--- config.mk ---
export PLATFORM = sky130hd
export DESIGN_NAME = zbritesi_serial
export DESIGN_NICKNAME = d
export VERILOG_FILES = /design/src/rtl/cpu_pkg.sv /design/src/rtl/zbritesi_bit.sv /design/src/rtl/zbritesi_serial.sv
export SDC_FILE = /design/constraint.sdc
export NUM_CORES = 1
export LEC_CHECK = 0
export CORE_MARGIN = 2
export CORE_UTILIZATION = 45
export DETAILED_ROUTE_END_ITERATION = 6
export PLACE_DENSITY = 0.69
export SETUP_SLACK_MARGIN = 0.1
export SYNTH_ARGS = -nofsm -noshare
export SYNTH_HDL_FRONTEND = slang
export SYNTH_SLANG_ARGS = --single-unit
--- constraint.sdc ---
create_clock -name clk -period 1.5 [get_ports clk]
set_input_delay 0.15 -clock clk [delete_from_list [all_inputs] [get_ports clk]]
set_output_delay 0.15 -clock clk [all_outputs]
set_load 0.02 [all_outputs]
--- src/rtl/cpu_pkg.sv ---
// cpu_pkg: shared CPU datapath constants and the serial subtractor state type
package cpu_pkg;
  localparam int DATA_W = 24;
  localparam int CNT_W = $clog2(DATA_W);
  typedef enum logic [1:0] {IDLE, SHIFT, DONE} zbr_state_t;
endpackage

--- src/rtl/zbritesi_bit.sv ---
// zbritesi_bit: combinational full-subtractor cell, dual of the full-adder cell
module zbritesi_bit (
  input  logic a,
  input  logic b,
  input  logic bin,
  output logic diff,
  output logic bout
);
  assign diff = a ^ b ^ bin;
  assign bout = (~a & b) | (~a & bin) | (b & bin);
endmodule

--- src/rtl/zbritesi_serial.sv ---
// zbritesi_serial: bit-serial W-bit subtractor (A - B - borrow_in), LSB first, start/done handshake
// Define ZBRITESI_FLAGS_EN to add the registered zero/ovf flag ports.
module zbritesi_serial
  import cpu_pkg::*;
#(
  parameter int W = DATA_W
) (
  input  logic         clk,
  input  logic         rst_n,
  input  logic         start,
  input  logic [W-1:0] a,
  input  logic [W-1:0] b,
  input  logic         borrow_in,
  output logic         busy,
  output logic         done,
  output logic [W-1:0] diff,
  output logic         borrow_out
`ifdef ZBRITESI_FLAGS_EN
  ,
  output logic         zero,
  output logic         ovf
`endif
);
  localparam int CW = W == DATA_W ? CNT_W : $clog2(W);
  zbr_state_t state, state_nxt;
  logic [CW-1:0] cnt;
  logic [W-1:0] sa, sb, diff_nxt;
  logic br, d, bo, last, load;
  zbritesi_bit u_bit (.a(sa[0]), .b(sb[0]), .bin(br), .diff(d), .bout(bo));
  assign last = cnt == CW'(W - 1);
  assign load = start && state != SHIFT;
  assign diff_nxt = {d, diff[W-1:1]};
  assign busy = state == SHIFT;
  assign done = state == DONE;
  always_ff @(posedge clk or negedge rst_n)
    if (!rst_n) state <= IDLE;
    else state <= state_nxt;
  always_comb begin
    state_nxt = state;
    state_nxt = state == SHIFT ? (last ? DONE : SHIFT) : (start ? SHIFT : IDLE);
  end
  always_ff @(posedge clk or negedge rst_n)
    if (!rst_n) begin
      cnt <= '0;
      br <= 1'b0;
      sa <= '0;
      sb <= '0;
      diff <= '0;
      borrow_out <= 1'b0;
    end else if (load) begin
      cnt <= '0;
      br <= borrow_in;
      sa <= a;
      sb <= b;
    end else if (state == SHIFT) begin
      cnt <= last ? cnt : cnt + 1'b1;
      br <= bo;
      sa <= sa >> 1;
      sb <= sb >> 1;
      diff <= diff_nxt;
      if (last) borrow_out <= bo;
    end
`ifdef ZBRITESI_FLAGS_EN
  // operand MSBs are shifted out of sa/sb, so keep them for the overflow flag
  logic am, bm;
  always_ff @(posedge clk or negedge rst_n)
    if (!rst_n) begin
      am <= 1'b0;
      bm <= 1'b0;
      zero <= 1'b0;
      ovf <= 1'b0;
    end else if (load) begin
      am <= a[W-1];
      bm <= b[W-1];
    end else if (state == SHIFT && last) begin
      zero <= diff_nxt == '0;
      ovf <= (am ^ bm) & (d ^ am);
    end
`endif
endmodule

==> flow_summary.rst <==
.. list-table::
   :header-rows: 1

   * - Metric
     - Value
   * - Number of synthesis warnings
     - 0
   * - Sequence of cells on the critical path
     - ha_2 -> nand4b_1 -> nor2_2 -> mux2_4
   * - Average detailed-routed wire length per instance
     - about 14 µm
   * - Post-DP HPWL
     - 4710 µm
   * - Portion of total power attributed to combinational logic
     - 0.378
   * - Cts bufs inserted
     - 9
   * - Setup-failing EPs final
     - 0
   * - Effective utilization at floorplan
     - 0.460
   * - Layout filler cell count
     - just under 700
   * - Longest individual stage delay on the worst path
     - about 0.38 ns
   * - Area of the mapped netlist
     - between 3000 and 4000 µm²
   * - Antenna violations before repair
     - 0
   * - Internal power
     - ~0.0057 W
   * - Proportion of synthesized flip-flops having asynchronous set or reset
     - 1.00
   * - Register share of total power
     - 0.406
   * - Gpl congestion
     - ~0.76
   * - Routed length on met3
     - 349 µm
   * - Worst endpoint required time
     - approximately 1.7 ns
   * - Detailed-route wire length on metal 1
     - about 3600 µm
   * - Global-route wire length before repair
     - 11900 µm
   * - Pin count of the biggest net entering global routing
     - between 80 and 90
   * - Sequential-to-total area share from yosys stat
     - 0.573
   * - Maximum VDD drop
     - 0.735 mV
   * - Clock Latency Late Sink
     - about 0.35 ns
   * - Core area
     - a little under 8000 µm²
   * - Power share of the clock group
     - 0.216
   * - Post-layout instance area
     - between 4000 and 5000 µm²
   * - Synth unique cells
     - 28
   * - FF+latch count, synth
     - 81
   * - Clock transition at path regs
     - roughly 0.08 ns
   * - Run status
     - complete, no violations
   * - Rows
     - 32
   * - Final net count
     - 482
   * - Clock buffer depth
     - 2
   * - Signal arrival time at the worst endpoint
     - around 1.6 ns
   * - CP Max Fanout
     - 5
   * - Synth-to-layout area growth
     - 34.6%
   * - Root buffer cell
     - clkbuf_8
   * - Syn_nets
     - approximately 400
   * - Total wire length after detailed routing
     - ~7500 µm
   * - Number of global-route vias before repair
     - 2581
   * - Synthesized area per cell
     - just over 10 µm²
   * - Slew Limit Fails
     - 0
   * - DR vias
     - approximately 2700
   * - Routed via count divided by cell count
     - roughly 5
   * - Flip-flop cell with the highest count after synthesis
     - dfrtp_1
   * - CTS H-tree lvls
     - 3
   * - GRT Total Usage
     - 0.174
   * - Die outline area
     - between 8000 and 9000 µm²
   * - Leftover overflow at the end of global routing
     - 0
   * - TritonCTS clock tree
     - done
   * - Total of buffers placed on input and output ports
     - slightly below 80
   * - Headroom to the max-slew limit
     - 0.756
   * - Post-synthesis cell count
     - about 350
   * - Antenna-violating nets left
     - 0
   * - Net load switching power
     - roughly 0.0033 W
   * - Detailed Route Iter0 Violations
     - roughly 160
   * - Post-route fraction of the period consumed by the critical path
     - 0.923
   * - Total iterations of the first detailed-routing run
     - 4
   * - Total Neg Setup Slack
     - 0 ns
   * - Leak pwr
     - roughly 2.4 nW
   * - Setup CP Type
     - flop to flop
   * - Count of clock tree sinks
     - 81
   * - Register-to-register setup slack
     - roughly 0.12 ns
   * - Class of the worst hold path
     - input port to async pin
   * - # Max-Cap Violations
     - 0
   * - Pwr/cell area
     - 1890 nW/µm²
   * - Count of flip-flops with a built-in enable after synthesis
     - 0
   * - Fraction of final layout cells sized beyond drive strength 1
     - 0.0901
   * - Max Fclk
     - roughly 720 MHz
   * - Crit start category
     - flop
   * - Final Hold Violating Endpoints
     - 0
   * - Switch share
     - 0.365
   * - Period minus WS final
     - about 1.4 ns
   * - Slowest cell on crit path
     - dfrtp_1
   * - Antenna Cells
     - 0
   * - Layout Skew
     - about 0.0092 ns
   * - Placement-stage cell area
     - about 4400 µm²
   * - Height of the die
     - slightly above 90 µm
   * - Slew of the pin with the lowest slew margin
     - roughly 0.37 ns
   * - DR top layer
     - met4
   * - Horizontal die dimension
     - 92.7 µm
   * - Utilization after layout
     - 0.620
   * - DRC violation count after routing
     - 0
   * - Crit. End Element
     - flop
   * - Detailed-routed wire length on met2
     - approximately 3500 µm
   * - Unrepaired setup endpoints after global routing
     - true
   * - I/O pin count
     - 79
==> synth_stat cells (2+ instances only) <==
master    number  area, µm²
nand2_1      118        443
dfrtp_1       81       2030
mux2i_1       49        490
o21ai_0       48        240
buf_2         11       55.1
buf_4          5       37.5
clkbuf_1       5       18.8
nor2_1         5       18.8
and3_1         3       18.8
a211o_1        2       17.5
inv_1          2       7.51
mux2_2         2       22.5
nand3_1        2       10.0
==> power groups by stage <==
stage | Clock [W] | Combinational, W | Sequential, W
CTS | 0.00199 | 0.00310 | 0.00366
global route | 0.00208 | 0.00384 | 0.00377
global placement | 0 | 0.00322 | 0.00368
finish | 0.00194 | 0.00340 | 0.00365
floorplan | 0 | 0.00173 | 0.00397
detailed placement | 0 | 0.00333 | 0.00371
==> cells in the final DEF (no fill, tap or decap), drive strengths merged <==
master         netlist  routed
a22o                 1       1
a21oi                1       1
mux2i               49      49
bufinv               0       3
nand4b               1       1
clkinv               0       2
and3                 3       3
mux2                 2       2
o21a                 1       1
nand3                2       2
nand2              118     118
o22ai                1       1
inv                  3       3
clkdlybuf4s50        0      49
a211o                2       2
dlygate4sd3          0       1
ha                   1       1
clkinvlp             0       1
nor3                 1       1
o21ai               48      48
dfrtp               81      81
nand2b               2       2
fa                   1       1
clkbuf               5      13
clkdlybuf4s15        0       1
buf                 17      12
nor4                 1       1
dlygate4sd2          0      25
nor2                 5       5
a221oi               1       1
nor2b                1       1
==> metal layers <==
layer  up-vias  track usage
met5         -            0
met4         0       0.0772
met1      1273        0.242
met2        74        0.268
met3        12       0.0301
li1       1322            -
==> worst max-delay path: cells and delay by family (launching register included) <==
kind | cells | cell delay, ns
DFF | 1 | 0.38
and+or+nand+nor | 2 | 0.36
muxes | 1 | 0.31
adders and majority gates | 1 | 0.22
==> final timing paths <==
| check | endpoint | cells past startpoint | from |
|---|---|---|---|
| min in group clk | cnt[2]$_DFFE_PN0P_ | 3 | start |
| max in group asynchronous | sb[21]$_DFFE_PN0P_ | 3 | rst_n |
| min reg2reg | sb[20]$_DFFE_PN0P_ | 2 | sb[21]$_DFFE_PN0P_ |
| max | borrow_out$_DFFE_PN0P_ | 4 | cnt[0]$_DFFE_PN0P_ |
| min | sa[9]$_DFFE_PN0P_ | 2 | rst_n |
| max reg2reg | borrow_out$_DFFE_PN0P_ | 4 | cnt[0]$_DFFE_PN0P_ |
==> what timing repair did <==
item | in CTS | in global routing
gates cloned | 0 | 3
buffers inserted | 0 | 1
endpoints found under the hold margin | 25 | 0
resized for setup | 31 | 13
pin swaps | 0 | 1
hold buffers | 1 | 0
setup endpoints to repair | 47 | 35
==> stage by stage <==
step           std cells  setup slack, ns  hold slack [ns]  total power, W
6_report             535            0.116            0.259         0.00899
4_1_cts              531          0.00113            0.252         0.00876
3_3_place_gp         514            0.101           0.0863         0.00689
5_1_grt              535           0.0345            0.282         0.00969
3_5_place_dp         514           0.0430           0.0902         0.00704
2_1_floorplan        348            0.236           -0.146         0.00570
==> cell families (layout without fill, tap and decap cells) <==
logic type	after synthesis	in the layout	share of synthesized area
buffers and inverters	25	110	0.0385
adder cells (fa/ha/maj)	2	2	0.00919
AO/OA/AOI/OAI	55	55	0.0831
AND/OR/NAND/NOR	134	134	0.152
flip-flops	81	81	0.573
multiplexers	51	51	0.145
==> flip-flops by register name, summed over array words and instances, names as in the netlist <==
register / count
sa: 24
cnt: 5
state: 2
sb: 24
diff: 24
br: 1
borrow_out: 1
==> layout make-up <==
cell class | count | area [µm²] | area share
multi-input combinational | 242 | 1390 | 0.291
clock buffer | 10 | 138 | 0.0289
inverter | 3 | 16.3 | 0.00341
clock inverter | 6 | 115 | 0.0242
sequential | 81 | 2030 | 0.425
tap | 102 | 128 | 0.0268
timing repair buffer | 91 | 953 | 0.200
(Power assumes the default switching activity.)
